## src/rtl/coherence_bus_ctrl_if.sv

```systemverilog
// Signal bundle between the coherence controller, the two private L1 caches and the shared L2.
// The cc modport is the controller side; slave is the cache/L2 side.
interface coherence_ctrl_if #(
  parameter int CPUS = 2
);
  logic [CPUS-1:0]       dREN;
  logic [CPUS-1:0]       dWEN;
  logic [CPUS-1:0][31:0] daddr;
  logic [CPUS-1:0][31:0] dstore;
  logic [CPUS-1:0]       dwait;
  logic [CPUS-1:0][31:0] dload;
  logic [CPUS-1:0]       cctrans;
  logic [CPUS-1:0]       ccwrite;
  logic [CPUS-1:0]       cchit;
  logic [CPUS-1:0]       ccdirty;
  logic [CPUS-1:0]       ccwait;
  logic [CPUS-1:0]       ccinv;
  logic [CPUS-1:0]       ccexclusive;
  logic [CPUS-1:0][31:0] ccsnpaddr;
  logic [1:0]            l2state;
  logic [31:0]           l2load;
  logic                  l2REN;
  logic                  l2WEN;
  logic [31:0]           l2addr;
  logic [31:0]           l2store;

  modport cc (
    input  dREN, dWEN, daddr, dstore, cctrans, ccwrite, cchit, ccdirty, l2state, l2load,
    output dwait, dload, ccwait, ccinv, ccexclusive, ccsnpaddr, l2REN, l2WEN, l2addr, l2store
  );

  modport slave (
    output dREN, dWEN, daddr, dstore, cctrans, ccwrite, cchit, ccdirty, l2state, l2load,
    input  dwait, dload, ccwait, ccinv, ccexclusive, ccsnpaddr, l2REN, l2WEN, l2addr, l2store
  );
endinterface

```

## src/rtl/coherence_bus_ctrl.sv

```systemverilog
// Two-cache snooping coherence controller: round-robin arbitration, then writeback,
// read miss / read-exclusive (L2 fill or dirty cache-to-cache transfer) or upgrade.
module coherence_bus_ctrl #(
  parameter int CPUS            = 2,
  parameter int WORDS_PER_BLOCK = 2
) (
  input logic          CLK,
  input logic          RST,
  coherence_ctrl_if.cc ccif
);
  localparam logic [1:0] L2_ACCESS = 2'd2;
  localparam int         CW        = $clog2(WORDS_PER_BLOCK) + 1;
  localparam logic [CW-1:0] LAST_WORD = CW'(WORDS_PER_BLOCK - 1);

  typedef enum logic [2:0] {IDLE, WB, SNOOP, DONE, C2C, L2RD} state_t;

  state_t          state;
  logic [CW-1:0]   cnt;
  logic            g;
  logic            last_grant;
  logic            hit;
  logic            o;
  logic            gnt;
  logic            access;
  logic            last_word;
  logic            upgrade;
  logic [CPUS-1:0] req;

  assign o         = ~g;
  assign access    = (ccif.l2state == L2_ACCESS);
  assign last_word = (cnt == LAST_WORD);
  assign req       = (ccif.dREN | ccif.dWEN) & ~ccif.ccwait;
  assign upgrade   = ccif.cctrans[g] & ccif.ccwrite[g] & ~ccif.dREN[g];

  // Round-robin pick; a tie goes to the cache that did not win last time.
  always_comb begin
    if (req == {CPUS{1'b1}}) begin
      gnt = ~last_grant;
    end else if (req[1]) begin
      gnt = 1'b1;
    end else begin
      gnt = 1'b0;
    end
  end

  // Transaction sequencer; the snoop answer is latched so the fill can report exclusivity.
  always_ff @(posedge CLK) begin
    if (RST) begin
      state      <= IDLE;
      cnt        <= '0;
      g          <= 1'b0;
      last_grant <= 1'b1;
      hit        <= 1'b0;
    end else begin
      case (state)
        IDLE: begin
          if (|req) begin
            g     <= gnt;
            state <= ccif.cctrans[gnt] ? SNOOP : WB;
          end
        end
        WB, C2C, L2RD: begin
          if (access) begin
            if (last_word) begin
              cnt        <= '0;
              last_grant <= g;
              state      <= IDLE;
            end else begin
              cnt <= cnt + CW'(1);
            end
          end
        end
        SNOOP: begin
          hit <= ccif.cchit[o];
          if (upgrade) begin
            state <= DONE;
          end else if (ccif.cchit[o] & ccif.ccdirty[o]) begin
            state <= C2C;
          end else begin
            state <= L2RD;
          end
        end
        DONE: begin
          last_grant <= g;
          state      <= IDLE;
        end
        default: state <= IDLE;
      endcase
    end
  end

  // Bus outputs decoded from the sequencing state; L2 errors simply keep dwait high.
  always_comb begin
    ccif.dwait       = '1;
    ccif.dload       = '0;
    ccif.ccwait      = '0;
    ccif.ccinv       = '0;
    ccif.ccexclusive = '0;
    ccif.ccsnpaddr   = '0;
    ccif.l2REN       = 1'b0;
    ccif.l2WEN       = 1'b0;
    ccif.l2addr      = 32'd0;
    ccif.l2store     = 32'd0;
    case (state)
      WB: begin
        ccif.l2WEN   = 1'b1;
        ccif.l2addr  = ccif.daddr[g];
        ccif.l2store = ccif.dstore[g];
        if (access) begin
          ccif.dwait[g] = 1'b0;
        end else begin
          ccif.dwait[g] = 1'b1;
        end
      end
      SNOOP: begin
        ccif.ccwait[o]    = 1'b1;
        ccif.ccsnpaddr[o] = ccif.daddr[g];
        ccif.ccinv[o]     = ccif.ccwrite[g];
      end
      DONE: begin
        ccif.dwait[g] = 1'b0;
      end
      C2C: begin
        ccif.ccwait[o]    = 1'b1;
        ccif.ccsnpaddr[o] = ccif.daddr[g];
        ccif.ccinv[o]     = ccif.ccwrite[g];
        ccif.dload[g]     = ccif.dstore[o];
        ccif.l2WEN        = 1'b1;
        ccif.l2addr       = ccif.daddr[g];
        ccif.l2store      = ccif.dstore[o];
        if (access) begin
          ccif.dwait[g] = 1'b0;
          ccif.dwait[o] = 1'b0;
        end else begin
          ccif.dwait[g] = 1'b1;
          ccif.dwait[o] = 1'b1;
        end
      end
      L2RD: begin
        ccif.l2REN          = 1'b1;
        ccif.l2addr         = ccif.daddr[g];
        ccif.dload[g]       = ccif.l2load;
        ccif.ccexclusive[g] = ~hit;
        if (access) begin
          ccif.dwait[g] = 1'b0;
        end else begin
          ccif.dwait[g] = 1'b1;
        end
      end
      default: begin
        ccif.dwait = '1;
      end
    endcase
  end
endmodule

```

## src/flat_wrapper.sv

```systemverilog
// flat-port wrapper written by rule: the top's interface ports become plain ports
module coherence_bus_ctrl_flat 
#(
  parameter int CPUS            = 2,
  parameter int WORDS_PER_BLOCK = 2
)
  (CLK, RST, ccif_dREN, ccif_dWEN, ccif_daddr, ccif_dstore, ccif_cctrans, ccif_ccwrite, ccif_cchit, ccif_ccdirty, ccif_l2state, ccif_l2load, ccif_dwait, ccif_dload, ccif_ccwait, ccif_ccinv, ccif_ccexclusive, ccif_ccsnpaddr, ccif_l2REN, ccif_l2WEN, ccif_l2addr, ccif_l2store);
  coherence_ctrl_if #(.CPUS(CPUS)) ccif_i ();
  input logic CLK;
  input logic RST;
  input wire logic [$bits(ccif_i.dREN)-1:0] ccif_dREN;
  input wire logic [$bits(ccif_i.dWEN)-1:0] ccif_dWEN;
  input wire logic [$bits(ccif_i.daddr)-1:0] ccif_daddr;
  input wire logic [$bits(ccif_i.dstore)-1:0] ccif_dstore;
  input wire logic [$bits(ccif_i.cctrans)-1:0] ccif_cctrans;
  input wire logic [$bits(ccif_i.ccwrite)-1:0] ccif_ccwrite;
  input wire logic [$bits(ccif_i.cchit)-1:0] ccif_cchit;
  input wire logic [$bits(ccif_i.ccdirty)-1:0] ccif_ccdirty;
  input wire logic [$bits(ccif_i.l2state)-1:0] ccif_l2state;
  input wire logic [$bits(ccif_i.l2load)-1:0] ccif_l2load;
  output wire logic [$bits(ccif_i.dwait)-1:0] ccif_dwait;
  output wire logic [$bits(ccif_i.dload)-1:0] ccif_dload;
  output wire logic [$bits(ccif_i.ccwait)-1:0] ccif_ccwait;
  output wire logic [$bits(ccif_i.ccinv)-1:0] ccif_ccinv;
  output wire logic [$bits(ccif_i.ccexclusive)-1:0] ccif_ccexclusive;
  output wire logic [$bits(ccif_i.ccsnpaddr)-1:0] ccif_ccsnpaddr;
  output wire logic [$bits(ccif_i.l2REN)-1:0] ccif_l2REN;
  output wire logic [$bits(ccif_i.l2WEN)-1:0] ccif_l2WEN;
  output wire logic [$bits(ccif_i.l2addr)-1:0] ccif_l2addr;
  output wire logic [$bits(ccif_i.l2store)-1:0] ccif_l2store;
  assign ccif_i.dREN = ccif_dREN;
  assign ccif_i.dWEN = ccif_dWEN;
  assign ccif_i.daddr = ccif_daddr;
  assign ccif_i.dstore = ccif_dstore;
  assign ccif_i.cctrans = ccif_cctrans;
  assign ccif_i.ccwrite = ccif_ccwrite;
  assign ccif_i.cchit = ccif_cchit;
  assign ccif_i.ccdirty = ccif_ccdirty;
  assign ccif_i.l2state = ccif_l2state;
  assign ccif_i.l2load = ccif_l2load;
  assign ccif_dwait = ccif_i.dwait;
  assign ccif_dload = ccif_i.dload;
  assign ccif_ccwait = ccif_i.ccwait;
  assign ccif_ccinv = ccif_i.ccinv;
  assign ccif_ccexclusive = ccif_i.ccexclusive;
  assign ccif_ccsnpaddr = ccif_i.ccsnpaddr;
  assign ccif_l2REN = ccif_i.l2REN;
  assign ccif_l2WEN = ccif_i.l2WEN;
  assign ccif_l2addr = ccif_i.l2addr;
  assign ccif_l2store = ccif_i.l2store;
  coherence_bus_ctrl #(.CPUS(CPUS), .WORDS_PER_BLOCK(WORDS_PER_BLOCK)) u_core (.CLK(CLK), .RST(RST), .ccif(ccif_i));
endmodule
```

## config.mk

```make
export PLATFORM = sky130hd
export DESIGN_NAME = coherence_bus_ctrl_flat
export DESIGN_NICKNAME = d
export VERILOG_FILES = /design/src/rtl/coherence_bus_ctrl_if.sv /design/src/rtl/coherence_bus_ctrl.sv /design/src/flat_wrapper.sv
export SDC_FILE = /design/constraint.sdc
export NUM_CORES = 1
export LEC_CHECK = 0
export CORE_AREA = 3 3 145 147
export DETAILED_ROUTE_END_ITERATION = 8
export DIE_AREA = 0 0 148 150
export PLACE_DENSITY = 0.55
export SLEW_MARGIN = 5
export SYNTH_ARGS = -nofsm -noshare
export SYNTH_HDL_FRONTEND = slang
export SYNTH_SLANG_ARGS = --single-unit
```

## constraint.sdc

```tcl
create_clock -name CLK -period 2.8 [get_ports CLK]
set_clock_uncertainty 0.2 [all_clocks]
set_input_delay 0.84 -clock CLK [delete_from_list [all_inputs] [get_ports CLK]]
set_output_delay 0.84 -clock CLK [all_outputs]
set_load 0.02 [all_outputs]
```

==> impl_metrics.csv, run 1 <==
group,metric,value,unit
status,outcome,"complete, no violations",
floorplan,die-area,22200,sq um
sta,rsz0062_at_grt,"yes",
synthesis,synth-seq-area-share,0.04934,
clock_network,cts_buffers,3,
floorplan,core_area,20040,sq um
floorplan,io_pins,378,
place,preCtsSetupSlack,-0.6895,ns
drt,drt-wirelength-per-cell,18.68,um
drt,wirelength,22190,um
synthesis,synth_area,3246,sq um
worst_hold_path,min_path_cells,1,
sta,worst_slack,0.01260,ns
place,io_buffers,377,
sta,final_hold_viol_count,0,
synthesis,ys_ff_latch,8,
drt,dr.pass1.iters,4,
clock_network,clock_path_buffers,2,
sta,tightest_slew,0.4060,ns
worst_setup_path,path_common_cell,"buf_6",
global_routing,grt_first_pass_wirelength,31540,um
place,dp_hpwl,17100,um
worst_setup_path,endpoint_kind,"output pin",
power,power.leakage,3.556,nW
power,total_power,5.298,mW
clock_network,clock_latency,0.24,ns
global_routing,grt_usage,0.1762,
synthesis,synthTopCellsByCount,"nand2_1, a21oi_1, and2_1",
synthesis,synth.most_common_cell,"nand2_1",
global_routing,grt_max_degree,50,
worst_setup_path,crit_cells,8,
synthesis,ys_types,54,
worst_setup_path,crit_chain,"buf_6 > nor3_4 > buf_12 > buf_6 > buf_6 > a22oi_1 > a21oi_1 > buf_4",
sta,period_needed,2.787,ns
clock_network,cts_tree,"yes",
drt,drc,0,
worst_setup_path,reg2reg_depth,7,
drt,drt-initial-drc-count,138,
sta,period_share,0.9955,
synthesis,synth-warning-count,0,
clock_network,ctsRootBufferMaster,"clkbuf_16",
floorplan,die_w,148,um
synthesis,avgSynthCellArea,6.230,sq um
worst_hold_path,hp-class,"flop to flop",
sta,fmax,358.8,MHz
power,ir_drop,261.2,uV
worst_setup_path,cp-start-kind,"flop",
worst_setup_path,cpLargestDelayFamily,"buffers and inverters",
run,max_cap_viol_count,0,
worst_setup_path,criticalPathCategory,"flop to output pin",
sta,final_max_slew_viol_count,0,
worst_setup_path,path_max_fanout,7,
clock_network,h-tree-depth,1,
finish,syn_to_final_growth,127.7,%
drt,vias,5541,
clock_network,clk_pin_slew,0.04,ns
synthesis,synth_top_area_frac,0.1527,
synthesis,yosysTopAreaCell,"a21oi_1",
finish,fin_nets,1094,
place,placed_area,7621,sq um
worst_setup_path,worst-path-buf-inv,5,
worst_setup_path,cp.required,1.76,ns
finish,final_design_area_no_fill,7391,sq um
synthesis,synth-edff-count,0,
worst_setup_path,slowest_stage,"dfxtp_4",
clock_network,cts_num_sinks,8,
global_routing,antenna_found_initial,2,
floorplan,die_h,150,um
synthesis,synth_fp_nets,697,
drt,viasPerCell,4.664,
synthesis,synth_area_leaders,"a21oi_1, and2_1, nand2_1",
synthesis,synth_async_sr_flop_share,0,
sta,setup_viol,0,
global_routing,grt_pass1_vias,5405,
drt,antenna_left,0,
sta,slew_headroom,0.7293,
finish,nFillCells,2317,
synthesis,synthCells,521,
synthesis,synthFlopType,"dfxtp_1",
worst_setup_path,slowest_delay,0.35,ns
worst_setup_path,arrival,1.75,ns
place,gp_congestion,0.7966,
finish,drive_gt1_frac,0.3882,
global_routing,grt_overflow,0,
power,p_per_area,716.8,nW/um^2
floorplan,rows,52,
floorplan,start_util,0.1620,
[metrics by stage]
step	instances	util	hold WS [ns]	TNS (ns)
finish	1188	0.3688	0.2720	0
global placement	1168	0.3803	0.2553	-76.69
detailed placement	1168	0.3803	0.2690	-76.28
floorplan	521	-	0.2384	0
CTS	1179	0.3618	0.2746	-0.5152
global route	1188	0.3688	0.2805	-1.181
[cell families after synthesis]
logic type,Yosys count,share of synthesized area
AOI/OAI and AO/OA,184,0.3905
and+or+nand+nor,234,0.3558
DFF,8,0.04934
muxes,34,0.1052
buffers and inverters,60,0.09638
xor gates and xnor gates,1,0.002699
[cell type report]
| cell class | instances | area (sq um) | share of cell area |
|---|---|---|---|
| Timing Repair Buffer | 447 | 3735 | 0.5053 |
| Multi-Input combinational cell | 453 | 3045 | 0.4121 |
| Tap cell | 270 | 337.8 | 0.04571 |
| Sequential cell | 8 | 172.7 | 0.02336 |
| Clock buffer | 4 | 78.83 | 0.01067 |
| Inverter | 5 | 18.77 | 0.002539 |
| Antenna cell | 1 | 2.502 | 0.0003386 |
[registers in the layout, summed over array words and instances, names as in the netlist]
name               count
u_core.cnt             2
u_core.hit             1
u_core.g               1
u_core.last_grant      1
u_core.state           3
[routing by layer]
metal  routed length, um  GRT usage
met2               11310     0.3254
met3                1893    0.04361
met1                8822     0.2112
met4                 149    0.02356
met5                  14          0
[path summary, 6_finish.rpt]
path,startpoint,to,slack (ns)
hold / removal,u_core.cnt[1],u_core.cnt[1],0.27
setup / recovery,u_core.state[1],ccif_l2store[0],0.01
setup reg to reg,u_core.state[0],u_core.state[1],0.84
hold reg to reg,u_core.cnt[1],u_core.cnt[1],0.27
[cell usage in the layout, fill, tap and decap left out, drive strengths merged, types with 3 or more instances in the layout]
cell type	n
buf	255
nand2	103
clkdlybuf4s50	102
a21oi	99
and2	68
dlygate4sd2	62
nor2	38
mux2i	33
a221oi	33
a22oi	32
clkbuf	21
dlymetal6s2s	11
dfxtp	8
inv	5
nand2b	4
o22ai	4
o21ai	4
or3	3
nor3	3
[timing repair]
item / 4_1_cts / 5_1_grt
setup endpoints to repair: 195 / 104
gates resized for setup: 854 / 116
pin swaps: 9 / 27
cloned: 1 / 5
buffers inserted: 7 / 4
hold buffers: 0 / 0
[where the power goes]
| group | internal, mW | switching, mW |
|---|---|---|
| logic | 2.11 | 2.75 |
| registers | 0.149 | 0.0341 |
| clock network | 0.191 | 0.0658 |
Note: power is estimated with default switching activity, not from simulation.
==> run 2, diff against run 1 <==
--- a/config.mk
+++ b/config.mk
@@ -5,9 +5,9 @@
 export SDC_FILE = /design/constraint.sdc
 export NUM_CORES = 1
 export LEC_CHECK = 0
-export CORE_AREA = 3 3 145 147
+export CORE_AREA = 2 2 148 150
 export DETAILED_ROUTE_END_ITERATION = 8
-export DIE_AREA = 0 0 148 150
+export DIE_AREA = 0 0 150 152
 export PLACE_DENSITY = 0.55
 export SLEW_MARGIN = 5
 export SYNTH_ARGS = -nofsm -noshare
==> constraint.sdc (replaced) <==
create_clock -name CLK -period 2.3 [get_ports CLK]
set_clock_uncertainty 0.2 [all_clocks]
set_input_delay 0.69 -clock CLK [delete_from_list [all_inputs] [get_ports CLK]]
set_output_delay 0.69 -clock CLK [all_outputs]
set_load 0.02 [all_outputs]
==> run 2 against run 1 <==
Against the previous run:
- the run now ends with negative setup slack left
- sequential power grew 27%
- first-iteration DRC count rose by 17%
- setup slack got worse by 0.36 ns
- routed wire length up 11%
- total power up 80%
- clock-buffer cell count stayed put
- global-route usage grew 0.39 points
- core utilization up 11 points
- combinational power increased by 85%
- register-to-register slack got worse by 0.53 ns
==> impl_metrics.csv, run 2 (same netlist as run 1, synthesis figures left out) <==
group,metric,value,unit
floorplan,die_w,150,um
drt,drt-initial-drc-count,162,
floorplan,start_util,0.1520,
floorplan,rows,54,
clock_network,cts_num_sinks,8,
clock_network,ctsRootBufferMaster,"clkbuf_16",
floorplan,io_pins,378,
place,placedCellCount,1203,
finish,layout_common_cells,"buf_4, dlymetal6s2s_1, buf_6",
power,power.leakage,5.366,nW
worst_setup_path,path_max_fanout,14,
drt,dr.pass1.iters,6,
drt,antenna_left,0,
clock_network,clock_latency,0.24,ns
status,violations,"negative setup slack",
sta,fmax,378.3,MHz
sta,period_share,1.149,
run,max_cap_viol_count,0,
clock_network,cts_buffers,3,
floorplan,die_h,152,um
drt,wirelength,24710,um
sta,tightest_slew,0.3799,ns
power,p_per_area,924.6,nW/um^2
worst_hold_path,hp-class,"flop to flop",
sta,setup_viol,201,
clock_network,hold_buffers,0,
finish,reg_top3,"u_core.state (3), u_core.cnt (2)",
place,dp_hpwl,17230,um
sta,final_hold_viol_count,0,
drt,drc,0,
sta,worst_slack,-0.3433,ns
global_routing,grt_pass1_vias,5662,
worst_setup_path,arrival,1.75,ns
finish,top_register,"u_core.state",
finish,syn_to_final_growth,217.7,%
status,outcome,"complete, but fails checks",
global_routing,antenna_found_initial,3,
place,gp_congestion,0.8537,
finish,nFillCells,2083,
finish,instances_no_fill,1296,
drt,drt-wirelength-per-cell,19.07,um
finish,final_design_area_no_fill,10310,sq um
sta,final_max_slew_viol_count,0,
global_routing,grt_max_degree,34,
sta,finalHoldWorstSlack,0.2535,ns
worst_setup_path,endpoint_kind,"output pin",
clock_network,h-tree-depth,1,
global_routing,grt_first_pass_wirelength,32560,um
floorplan,core_area,21350,sq um
place,placed_area,8001,sq um
sta,period_needed,2.643,ns
power,ir_drop,330.3,uV
worst_setup_path,cp.required,1.41,ns
sta,rsz0062_at_grt,"yes",
clock_network,clk_pin_slew,0.04,ns
global_routing,grt_usage,0.1801,
clock_network,clock_path_buffers,2,
drt,vias,6037,
finish,drive_gt1_frac,0.5824,
floorplan,die-area,22800,sq um
drt,viasPerCell,4.658,
finish,largest_reg_flops,3,
place,io_buffers,377,
sta,slew_headroom,0.7468,
finish,layout_commonest_cell,"buf_4",
global_routing,grt_overflow,0,
worst_setup_path,criticalPathCategory,"flop to output pin",
finish,fin_nets,1190,
clock_network,cts_tree,"yes",
worst_setup_path,cp-start-kind,"flop",
[run 2: cell type report]
type	count	area, sq um	share of cell area
antenna	3	7.507	0.0007280
clock buffer	4	78.83	0.007644
inverter	5	28.78	0.002791
multi-input combinational	453	3736	0.3623
sequential	8	172.7	0.01674
tap	280	350.3	0.03397
timing repair buffer	543	5938	0.5758
[run 2: final timing paths]
| path | start | endpoint | slack, ns | cells past startpoint |
|---|---|---|---|---|
| worst max-delay path | u_core.state[0] | ccif_ccinv[1] | -0.34 | 7 |
| worst min-delay path | u_core.cnt[1] | u_core.cnt[1] | 0.25 | 1 |
| worst max register to register | u_core.state[1] | u_core.cnt[0] | 0.31 | 8 |
| worst min register to register | u_core.cnt[1] | u_core.cnt[1] | 0.25 | 1 |
[run 2: what timing repair did]
action,CTS,global route
pin swaps,21,91
gates resized for setup,723,718
buffers inserted,11,60
gates cloned,5,13
setup endpoints to repair,202,203
[run 2: report_power, final]
part	total (mW)	switching, mW	internal [mW]
Combinational	8.99	4.31	4.69
Sequential	0.233	0.0508	0.182
Clock	0.308	0.0767	0.232
Total	9.53	4.43	5.10
[run 2: worst max-delay path, cell delays in order (launching register included)]
cell	delay (ns)
dfxtp_4	0.37
buf_4	0.14
or3_4	0.39
inv_6	0.10
buf_12	0.10
clkbuf_16	0.14
and2_1	0.13
buf_4	0.14
[run 2: layer usage]
layer  vias up  GRT usage  share of wire  routed length (um)
li1       2883          -              -                   -
met1      2850     0.2060           0.37                9197
met2       276     0.3366           0.53               12980
met3        28    0.04264          0.084                2074
met4         0    0.03549          0.019                 462
met5         -          0              0                   0
[run 2: through the flow]
| stage | total power [mW] | setup TNS, ns | util | worst slack [ns] |
|---|---|---|---|---|
| after floorplan | 3.508 | 0 | - | 0.008491 |
| after global placement | 6.539 | -118.68 | 0.3748 | -0.8394 |
| after detailed placement | 6.538 | -117.65 | 0.3748 | -0.8506 |
| after CTS | 7.160 | -59.57 | 0.3912 | -0.3556 |
| after global routing | 10.03 | -51.88 | 0.4830 | -0.4061 |
| final | 9.535 | -40.83 | 0.4830 | -0.3433 |
